## src/rtl/pipeline_ctrl_pkg.sv

```systemverilog
`default_nettype none
// ============================================================================
//  Module      : pipeline_ctrl_pkg
//  Description : Shared types and default constants for the pipeline motion
//                controller (state encoding, latch count, MEM latch index,
//                performance counter width).
//  Revision    : 1.0 - initial release
// ============================================================================
package pipeline_ctrl_pkg;

  localparam int unsigned c_NLATCH  = 4;
  localparam int unsigned c_MEM_LAT = 2;
  localparam int unsigned c_CNT_W   = 32;

  // RUN    : normal issue
  // DRAIN  : HALT accepted in decode, no new fetches, older work completes
  // HALTED : HALT reached the last latch, pipeline frozen until reset
  typedef enum logic [1:0] {
    RUN    = 2'd0,
    DRAIN  = 2'd1,
    HALTED = 2'd2
  } pipe_state_t;

endpackage
`default_nettype wire

```

## src/rtl/pipeline_ctrl_if.sv

```systemverilog
`default_nettype none
// ============================================================================
//  Module      : pipeline_ctrl_if
//  Description : Bundle between the pipeline controller and the datapath.
//                Inputs to the controller: ihit, dmem_req, dhit, use_stall,
//                redirect, halt_dec.
//                Outputs from the controller: pc_en, lat_wen, lat_flush,
//                lat_valid, halt, stall_cnt, flush_cnt.
//                master = controller side, slave = datapath side.
//  Revision    : 1.0 - initial release
// ============================================================================
interface pipeline_ctrl_if #(
  parameter int unsigned NLATCH = 4,
  parameter int unsigned CNT_W  = 32
);

  logic              ihit;
  logic              dmem_req;
  logic              dhit;
  logic              use_stall;
  logic              redirect;
  logic              halt_dec;

  logic              pc_en;
  logic [NLATCH-1:0] lat_wen;
  logic [NLATCH-1:0] lat_flush;
  logic [NLATCH-1:0] lat_valid;
  logic              halt;
  logic [CNT_W-1:0]  stall_cnt;
  logic [CNT_W-1:0]  flush_cnt;

  modport master (
    input  ihit, dmem_req, dhit, use_stall, redirect, halt_dec,
    output pc_en, lat_wen, lat_flush, lat_valid, halt, stall_cnt, flush_cnt
  );

  modport slave (
    output ihit, dmem_req, dhit, use_stall, redirect, halt_dec,
    input  pc_en, lat_wen, lat_flush, lat_valid, halt, stall_cnt, flush_cnt
  );

endinterface
`default_nettype wire

```

## src/rtl/pipeline_ctrl_sat_counter.sv

```systemverilog
`default_nettype none
// ============================================================================
//  Module      : pipeline_ctrl_sat_counter
//  Description : Saturating up-counter. Sticks at all-ones, never wraps.
//  Ports       : CLK   in  clock
//                nRST  in  asynchronous active-low reset (count -> 0)
//                inc   in  increment request
//                clear in  synchronous clear (wins over inc)
//                count out current count
//  Revision    : 1.0 - initial release
// ============================================================================
module pipeline_ctrl_sat_counter #(
  parameter int unsigned CNT_W = 32
) (
  input  logic             CLK,
  input  logic             nRST,
  input  logic             inc,
  input  logic             clear,
  output logic [CNT_W-1:0] count
);

  logic [CNT_W-1:0] count_q;
  logic [CNT_W-1:0] count_d;

  always_comb begin
    count_d = count_q;
    if (clear) begin
      count_d = '0;
    end else if (inc && (count_q != {CNT_W{1'b1}})) begin
      count_d = count_q + 1'b1;
    end
  end

  always_ff @(posedge CLK or negedge nRST) begin
    if (!nRST) begin
      count_q <= '0;
    end else begin
      count_q <= count_d;
    end
  end

  assign count = count_q;

endmodule
`default_nettype wire

```

## src/rtl/pipeline_ctrl.sv

```systemverilog
`default_nettype none
// ============================================================================
//  Module      : pipeline_ctrl
//  Description : Pipeline motion controller. Derives PC enable and per-latch
//                write-enable / flush from fetch and data waits, load-use
//                hazards and decode redirects; tracks per-latch valid bits and
//                a HALT token to drain the pipe; keeps saturating stall and
//                redirect counters.
//  Ports       : CLK   in   clock
//                nRST  in   asynchronous active-low reset
//                bus   master side of pipeline_ctrl_if (hazard/cache inputs,
//                      PC/latch controls, status and counters out)
//  Revision    : 1.0 - initial release
// ============================================================================
module pipeline_ctrl
  import pipeline_ctrl_pkg::*;
#(
  parameter int unsigned NLATCH  = c_NLATCH,
  parameter int unsigned MEM_LAT = c_MEM_LAT,
  parameter int unsigned CNT_W   = c_CNT_W
) (
  input  logic            CLK,
  input  logic            nRST,
  pipeline_ctrl_if.master bus
);

  // Latch 1 is the IF/ID -> ID/EX boundary where decode results land.
  localparam int unsigned c_DEC_LAT = 1;

  // Elaboration-time sanity on the geometry.
  if ((MEM_LAT >= NLATCH) || (NLATCH < 2)) begin : g_geom_chk
    $error("pipeline_ctrl: MEM_LAT must index an existing latch and NLATCH >= 2");
  end

  pipe_state_t       state_q, state_d;
  logic [NLATCH-1:0] valid_q, valid_d;
  logic [NLATCH-1:0] tok_q,   tok_d;

  logic              w_mem_stall;
  logic              w_fetch_stall;
  logic              w_pc_en;
  logic [NLATCH-1:0] w_wen;
  logic [NLATCH-1:0] w_flush;
  logic              w_halt_acc;
  logic [NLATCH-1:0] w_src_valid;
  logic [NLATCH-1:0] w_src_tok;
  logic              w_stall_inc;
  logic              w_flush_inc;

  assign w_mem_stall   = bus.dmem_req & ~bus.dhit;
  assign w_fetch_stall = ~bus.ihit;

  // --------------------------------------------------------------------------
  // Latch / PC control. While reset is held every latch is forced to load a
  // bubble so the datapath registers clear alongside the controller.
  // --------------------------------------------------------------------------
  always_comb begin
    w_pc_en = 1'b0;
    w_wen   = '1;
    w_flush = '0;
    if (!nRST) begin
      w_flush = '1;
    end else begin
      case (state_q)
        RUN: begin
          if (w_mem_stall) begin
            w_wen = '0;
          end else if (bus.use_stall) begin
            // Hold fetch/decode, drop a bubble into EX, let older work go.
            w_wen[0]         = 1'b0;
            w_flush[c_DEC_LAT] = 1'b1;
          end else if (bus.redirect) begin
            // PC takes the target even if the wrong-path fetch is pending.
            w_pc_en    = 1'b1;
            w_flush[0] = 1'b1;
          end else if (w_fetch_stall) begin
            w_flush[0] = 1'b1;
          end else begin
            w_pc_en = 1'b1;
          end
        end
        DRAIN: begin
          if (w_mem_stall) begin
            w_wen = '0;
          end else begin
            w_flush[0] = 1'b1;
          end
        end
        default: begin
          w_wen = '0;
        end
      endcase
    end
  end

  // HALT is taken only when decode actually moves into the next latch.
  assign w_halt_acc = (state_q == RUN) & bus.halt_dec
                    & w_wen[c_DEC_LAT] & ~w_flush[c_DEC_LAT];

  // --------------------------------------------------------------------------
  // Valid and HALT-token shift registers, one slice per latch.
  // --------------------------------------------------------------------------
  for (genvar k = 0; k < NLATCH; k++) begin : g_lat
    if (k == 0) begin : g_head
      assign w_src_valid[k] = bus.ihit;
      assign w_src_tok[k]   = 1'b0;
    end else if (k == c_DEC_LAT) begin : g_dec
      assign w_src_valid[k] = valid_q[k-1];
      assign w_src_tok[k]   = w_halt_acc;
    end else begin : g_body
      assign w_src_valid[k] = valid_q[k-1];
      assign w_src_tok[k]   = tok_q[k-1];
    end

    assign valid_d[k] = w_wen[k] ? (~w_flush[k] & w_src_valid[k]) : valid_q[k];
    assign tok_d[k]   = w_wen[k] ? (~w_flush[k] & w_src_tok[k])   : tok_q[k];
  end

  // --------------------------------------------------------------------------
  // State machine. HALTED is entered on the same edge the token lands in the
  // last latch, so the HALT instruction is frozen in write-back.
  // --------------------------------------------------------------------------
  always_comb begin
    state_d = state_q;
    case (state_q)
      RUN: begin
        if (w_halt_acc) begin
          state_d = DRAIN;
        end
      end
      DRAIN: begin
        if (tok_d[NLATCH-1]) begin
          state_d = HALTED;
        end
      end
      HALTED: begin
        state_d = HALTED;
      end
      default: begin
        state_d = RUN;
      end
    endcase
  end

  always_ff @(posedge CLK or negedge nRST) begin
    if (!nRST) begin
      state_q <= RUN;
      valid_q <= '0;
      tok_q   <= '0;
    end else begin
      state_q <= state_d;
      valid_q <= valid_d;
      tok_q   <= tok_d;
    end
  end

  // --------------------------------------------------------------------------
  // Performance counters. Stall cycles count any raw wait condition; flushes
  // count only redirects that were actually honoured.
  // --------------------------------------------------------------------------
  assign w_stall_inc = (state_q != HALTED)
                     & (w_mem_stall | bus.use_stall | w_fetch_stall);
  assign w_flush_inc = (state_q == RUN) & bus.redirect
                     & ~w_mem_stall & ~bus.use_stall;

  pipeline_ctrl_sat_counter #(
    .CNT_W (CNT_W)
  ) u_stall_cnt (
    .CLK   (CLK),
    .nRST  (nRST),
    .inc   (w_stall_inc),
    .clear (1'b0),
    .count (bus.stall_cnt)
  );

  pipeline_ctrl_sat_counter #(
    .CNT_W (CNT_W)
  ) u_flush_cnt (
    .CLK   (CLK),
    .nRST  (nRST),
    .inc   (w_flush_inc),
    .clear (1'b0),
    .count (bus.flush_cnt)
  );

  assign bus.pc_en     = w_pc_en;
  assign bus.lat_wen   = w_wen;
  assign bus.lat_flush = w_flush;
  assign bus.lat_valid = valid_q;
  assign bus.halt      = (state_q == HALTED);

endmodule
`default_nettype wire

```

## src/flat_wrapper.sv

```systemverilog
// flat-port wrapper written by rule: the top's interface ports become plain ports
module pipeline_ctrl_flat import pipeline_ctrl_pkg::*;
#(
  parameter int unsigned NLATCH  = c_NLATCH,
  parameter int unsigned MEM_LAT = c_MEM_LAT,
  parameter int unsigned CNT_W   = c_CNT_W
)
  (CLK, nRST, bus_ihit, bus_dmem_req, bus_dhit, bus_use_stall, bus_redirect, bus_halt_dec, bus_pc_en, bus_lat_wen, bus_lat_flush, bus_lat_valid, bus_halt, bus_stall_cnt, bus_flush_cnt);
  pipeline_ctrl_if #(.NLATCH(NLATCH), .CNT_W(CNT_W)) bus_i ();
  input  logic CLK;
  input  logic nRST;
  input wire logic [$bits(bus_i.ihit)-1:0] bus_ihit;
  input wire logic [$bits(bus_i.dmem_req)-1:0] bus_dmem_req;
  input wire logic [$bits(bus_i.dhit)-1:0] bus_dhit;
  input wire logic [$bits(bus_i.use_stall)-1:0] bus_use_stall;
  input wire logic [$bits(bus_i.redirect)-1:0] bus_redirect;
  input wire logic [$bits(bus_i.halt_dec)-1:0] bus_halt_dec;
  output wire logic [$bits(bus_i.pc_en)-1:0] bus_pc_en;
  output wire logic [$bits(bus_i.lat_wen)-1:0] bus_lat_wen;
  output wire logic [$bits(bus_i.lat_flush)-1:0] bus_lat_flush;
  output wire logic [$bits(bus_i.lat_valid)-1:0] bus_lat_valid;
  output wire logic [$bits(bus_i.halt)-1:0] bus_halt;
  output wire logic [$bits(bus_i.stall_cnt)-1:0] bus_stall_cnt;
  output wire logic [$bits(bus_i.flush_cnt)-1:0] bus_flush_cnt;
  assign bus_i.ihit = bus_ihit;
  assign bus_i.dmem_req = bus_dmem_req;
  assign bus_i.dhit = bus_dhit;
  assign bus_i.use_stall = bus_use_stall;
  assign bus_i.redirect = bus_redirect;
  assign bus_i.halt_dec = bus_halt_dec;
  assign bus_pc_en = bus_i.pc_en;
  assign bus_lat_wen = bus_i.lat_wen;
  assign bus_lat_flush = bus_i.lat_flush;
  assign bus_lat_valid = bus_i.lat_valid;
  assign bus_halt = bus_i.halt;
  assign bus_stall_cnt = bus_i.stall_cnt;
  assign bus_flush_cnt = bus_i.flush_cnt;
  pipeline_ctrl #(.NLATCH(NLATCH), .MEM_LAT(MEM_LAT), .CNT_W(CNT_W)) u_core (.CLK(CLK), .nRST(nRST), .bus(bus_i));
endmodule
```

## config.mk

```make
export PLATFORM = sky130hd
export DESIGN_NAME = pipeline_ctrl_flat
export DESIGN_NICKNAME = d
export VERILOG_FILES = /design/src/rtl/pipeline_ctrl_pkg.sv /design/src/rtl/pipeline_ctrl_if.sv /design/src/rtl/pipeline_ctrl_sat_counter.sv /design/src/rtl/pipeline_ctrl.sv /design/src/flat_wrapper.sv
export SDC_FILE = /design/constraint.sdc
export NUM_CORES = 1
export LEC_CHECK = 0
export BUFFER_PORTS_ARGS = -buffer_cell sky130_fd_sc_hd__buf_2
export CAP_MARGIN = 10
export CORE_AREA = 2 2 84 86
export DETAILED_ROUTE_END_ITERATION = 6
export DIE_AREA = 0 0 86 88
export PLACE_DENSITY_LB_ADDON = 0.25
export SLEW_MARGIN = 20
export SYNTH_ARGS = -nofsm -noshare
export SYNTH_HDL_FRONTEND = slang
export SYNTH_SLANG_ARGS = --single-unit
```

## constraint.sdc

```tcl
create_clock -name CLK -period 6 [get_ports CLK]
set_input_delay 1.2 -clock CLK [delete_from_list [all_inputs] [get_ports CLK]]
set_output_delay 1.2 -clock CLK [all_outputs]
set_load 0.02 [all_outputs]
```

* After elaboration in Yosys (flattened, before gate mapping)
Cells that the tools add are included.
Widths: inputs -> output; s select.
** Cells by class
- Reductions and logical operators :: 4
- Add/subtract/negate cells :: 2
- Mux-type cells :: 26
- Bitwise operators :: 25
- Equal/unequal tests :: 7
** Operator list (count)
- $add 32x1->32 const B :: 2
- $ne 32x32->1 const B :: 2
- $and 1x1->1 :: 15
- $mux 1 :: 15
- $mux 2 :: 5
- $mux 4 :: 2
- $not 1->1 :: 8
- $pmux 4 s2 :: 1
- $pmux 2 s3 :: 1
- $ne 2x1->1 const B :: 2
- $mux 3 :: 1
- $eq 2x1->1 const B :: 1
- $eq 2x2->1 const B :: 1
- $logic_and 1x1->1 :: 2
- $logic_not 2->1 :: 1
- $ne 2x2->1 const B :: 1
- $or 1x1->1 :: 2
- $pmux 1 s2 :: 1
- $reduce_and 2->1 :: 1
** Storage, ports and cells
- Logic and storage cells :: 74
- Register bits :: 73
- Output and inout bits :: 78
- Input port bits :: 8

* Logic depth before layout (Yosys ltp)
- Word-level depth :: 10
- Mapped depth :: 8
- Depth with buffers taken out :: 7

* Cells and area by module
Synthesis repeated with hierarchy kept, for this count alone.
** Second synthesis, totals
- Cell total of the unflattened synthesis :: 457
- Area, all modules :: 4284.1 um^2
** Modules (own cells, without submodules)
- pipeline_ctrl_sat_counter :: times used 2, area an instance 1854.3 um^2, cells each 198, seq. area each 800.8 um^2
- pipeline_ctrl :: times used 1, area an instance 575.6 um^2, cells each 61, seq. area each 225.2 um^2

* Least setup slack after synthesis
No wires, ideal clock.
- Path kind :: input -> output
- From :: input port bus_dhit
- To :: output port bus_lat_wen[2]
- Cell stages on the path :: 5
- Path buffers :: 2
- Arrival time :: 2140 ps
- Slack :: 2660 ps
- Data required time :: 4800 ps
- Cells stage by stage :: nand2b_1 buf_2 o21ai_1 nand2_1 buf_4
** Between the ends
- Longest elaborated chain between the ends :: 5
- Elaborated cells between the ends (all ways) :: 6
** RTL lines
- start: declaration :: line flat_wrapper.sv:14 : input wire logic [$bits(bus_i.dhit)-1:0] bus_dhit;
- $not 1->1 (*) :: line pipeline_ctrl.sv:50 : assign w_mem_stall = bus.dmem_req & ~bus.dhit;
- $and 1x1->1 (*) :: line pipeline_ctrl.sv:50
- $mux 4 or $mux 3 (tied branches) :: line pipeline_ctrl.sv:83, pipeline_ctrl.sv:66
- $pmux 4 s2 (*) :: line pipeline_ctrl.sv:64 : case (state_q)
- $mux 4 (*) :: line pipeline_ctrl.sv:61 : if (!nRST) begin
- end: declaration :: line flat_wrapper.sv:19 : output wire logic [$bits(bus_i.lat_wen)-1:0] bus_lat_wen;
Mark *: on every way between the ends. The rest lies on a longest branch, timed or not.

* Worst setup path in the final report
- From :: input port nRST
- To :: output port bus_lat_flush[1]
** Between the ends
- Longest elaborated chain between the ends :: 1
** RTL lines
- start: declaration :: line flat_wrapper.sv:11 : input logic nRST;
- $mux 2 :: line pipeline_ctrl.sv:61
- end: declaration :: line flat_wrapper.sv:20 : output wire logic [$bits(bus_i.lat_flush)-1:0] bus_lat_flush;
No other way between the ends.

==> flow_summary_export.csv <==
group,metric,value,unit
pwr,vdd_ir_drop_max,0.256,mV
timing,max-slew-margin-rel,0.371,
timing,hold_viol,0,
pwr,powerDensity,293,mW/mm^2
synth,ys_seq_elements,73,
cts,root_buffer,"clkbuf_8",
synth,synth_edf_count,0,
setup_path,critPathRequiredTime,4.80,ns
route,via_count,3079,
synth,synthXorXnorAreaFrac,0.138,
timing,finalCritPeriodShare,0.615,
global_routing,grt_pass1_wl,13700,um
floorplan,initial_core_util,0.563,
status,status,"finished, final reports clean",
pwr,power_frac_comb,0.254,
synth,synth_common_cells,"73 x dfrtp_1, 35 x nand3_1, 34 x nand2_1, 34 x xnor2_1, 25 x xor2_1",
setup_path,rrSetupSlack,3.46,ns
final_layout,drive_above_1_share,0.250,
cts,path_clk_slew,0.07,ns
synth,yosysUniqueCellTypes,46,
timing,fmax,271,MHz
min_path,min_path_cells,1,
timing,setup_viol,0,
cts,worstSkewPairLatency,0.34,ns
cts,hold_buffers,0,
pwr,p_switching,445,uW
final_layout,fin_util,0.660,
global_routing,grt_max_degree,79,
synth,seq_area_frac_synth,0.489,
global_routing,antenna_found_initial,0,
route,wl,8440,um
cts,cts_max_path_buffers,2,
synth,synth.area.mux_share,0.0117,
synth,synthesis.nets,377,
route,drc,0,
cts,clock_sinks,73,
setup_path,start_kind,"input pin",
min_path,hp-class,"register to register",
cts,cts_setup_buffers,0,
global_routing,gr-total-overflow,0,
setup_path,arrival,2.49,ns
global_routing,grt_usage,0.232,
route,wire_per_inst,15.7,um
synth,synth_top_family_by_area,"simple AND/OR/NAND/NOR gates",
synth,synthAdderAreaFrac,0.0167,
timing,worst_pin_slew,0.944,ns
synth,synthCells,364,
synth,avgSynthCellArea,10.3,um^2
setup_path,endpoint_kind,"output port",
floorplan,rows,30,
synth,synth_ff_type,"dfrtp_1",
route,initialDrtViolationCount,162,
floorplan,ios,86,
route,via_per_inst,5.74,
synth,synthArstFlopShare,1.00,
floorplan,dieHeight,88,um
placed_design,dp.cells,521,
floorplan,core,0.00664,mm^2
pwr,internal_power,838,uW
setup_path,worstRegToRegCells,5,
floorplan,fp.dieW,86,um
cts,cts_buffers,9,
cts,tritoncts,"done",
pwr,total_power,1280,uW
cts,cts_resized,0,
placed_design,hpwl,6070,um
synth,synth_simple_gate_area_share,0.281,
pwr,p_leak,0.00212,uW
timing,grt_setup_unrepaired,"false",
route,firstDrtPassIters,4,
pwr,netSwitchingFraction,0.347,
cts,htreeDepth,3,
setup_path,worstPathMaxFanout,78,
synth,synth_compound_area_frac,0.0395,
timing,slew_viol_final,0,
flow_run,cap_violations,0,
timing,fin_crit,3.69,ns
placed_design,place.gp.congestion,0.950,
final_layout,final_nets,465,
synth,yosys.area.top_type_share,0.489,
synth,synth_top_area_cell,"dfrtp_1",
pwr,p_seq_frac,0.466,
final_layout,area_growth,17.3,%
final_layout,fin_cells,536,
synth,synth_area,0.00374,mm^2
global_routing,grt_pass1_vias,2848,
setup_path,setup.worst_path.class,"input pin to output port",
placed_design,portBuffers,85,
synth,synthTopCellsByArea,"dfrtp_1 49%, xnor2_1 8.0%, xor2_1 5.9%",
timing,timing.hold.ws,0.490,ns
synth,ys_warn_count,0,
timing,skew,0.00692,ns
route,drtAntennaViolNets,0,
synth,post-synth-top-count-cell,"dfrtp_1",
timing,finalSetupTns,0,ns
floorplan,die_area,0.00757,mm^2
final_layout,diodes,0,
pwr,power.share.clock,0.280,
-- area by class of cell --
type	count	area, um^2
tap	80	100
timing repair buffer	86	435
multi-input combinational	276	1820
fill	547	2260
clock buffer	13	169
clock inverter	2	12.5
inverter	6	22.5
sequential	73	1830
-- cell families (layout without fill, tap and decap cells) --
family | after synthesis | in the layout
AO/OA/AOI/OAI | 23 | 23
XOR/XNOR | 59 | 59
adder cells (fa/ha/maj) | 5 | 5
buffers and inverters | 15 | 107
flip-flops | 73 | 73
multiplexers | 4 | 4
AND/OR/NAND/NOR | 185 | 185
-- stage by stage --
step	setup WS, ns	area, um^2
after floorplan	2.66	3740
after global placement	2.26	4200
after detailed placement	2.23	4200
after CTS	2.23	4390
after global routing	2.07	4390
final	2.31	4390
-- layer usage --
| layer | share of wire | up-vias | GRT usage |
|---|---|---|---|
| met4 | 0.0095 | 0 | 0.0750 |
| met1 | 0.45 | 1513 | 0.299 |
| li1 | - | 1487 | - |
| met3 | 0.044 | 9 | 0.0518 |
| met2 | 0.50 | 70 | 0.392 |
| met5 | 0 | - | 0 |
-- state kept, by name, indices dropped and copies added, names as in the netlist --
register                  cells
u_core.tok_q                  3
u_core.state_q                2
u_core.u_stall_cnt.count     32
u_core.bus.lat_valid          4
u_core.u_flush_cnt.count     32
-- worst paths after layout --
path / startpoint / endpoint
worst min register to register: u_core.u_flush_cnt.count[31]$_DFFE_PN0P_ / u_core.u_flush_cnt.count[31]$_DFFE_PN0P_
worst max register to register: u_core.u_flush_cnt.count[25]$_DFFE_PN0P_ / u_core.u_flush_cnt.count[1]$_DFFE_PN0P_
worst min-delay path: u_core.u_flush_cnt.count[31]$_DFFE_PN0P_ / u_core.u_flush_cnt.count[31]$_DFFE_PN0P_
worst max-delay path: nRST / bus_lat_flush[1]
min in group asynchronous: nRST / u_core.u_flush_cnt.count[8]$_DFFE_PN0P_
max in group asynchronous: nRST / u_core.u_flush_cnt.count[0]$_DFFE_PN0P_
-- layout by cell type (no fill, tap or decap), drive strengths merged, types with 5 or more instances in the layout --
| cell | count |
|---|---|
| a21oi | 10 |
| dfrtp | 73 |
| nor2 | 16 |
| buf | 86 |
| and3 | 19 |
| o21ai | 7 |
| and2 | 6 |
| inv | 5 |
| nand3 | 36 |
| nand2 | 34 |
| clkbuf | 13 |
| nand4 | 24 |
| nor4 | 12 |
| and4 | 5 |
| nor3 | 18 |
| xnor2 | 34 |
| ha | 5 |
| xor2 | 25 |
-- power groups by stage --
stage               sequential (uW)  combinational, uW  clock, uW
floorplan                       645                177          0
global placement                603                314          0
detailed placement              607                328          0
CTS                             598                329        363
global route                    609                357        389
finish                          598                326        359
-- critical path, cell delays in order --
cell	delay [ns]
buf_4	0.08
buf_4	0.72
o21ai_0	0.25
buf_2	0.23
(Power assumes the default switching activity.)
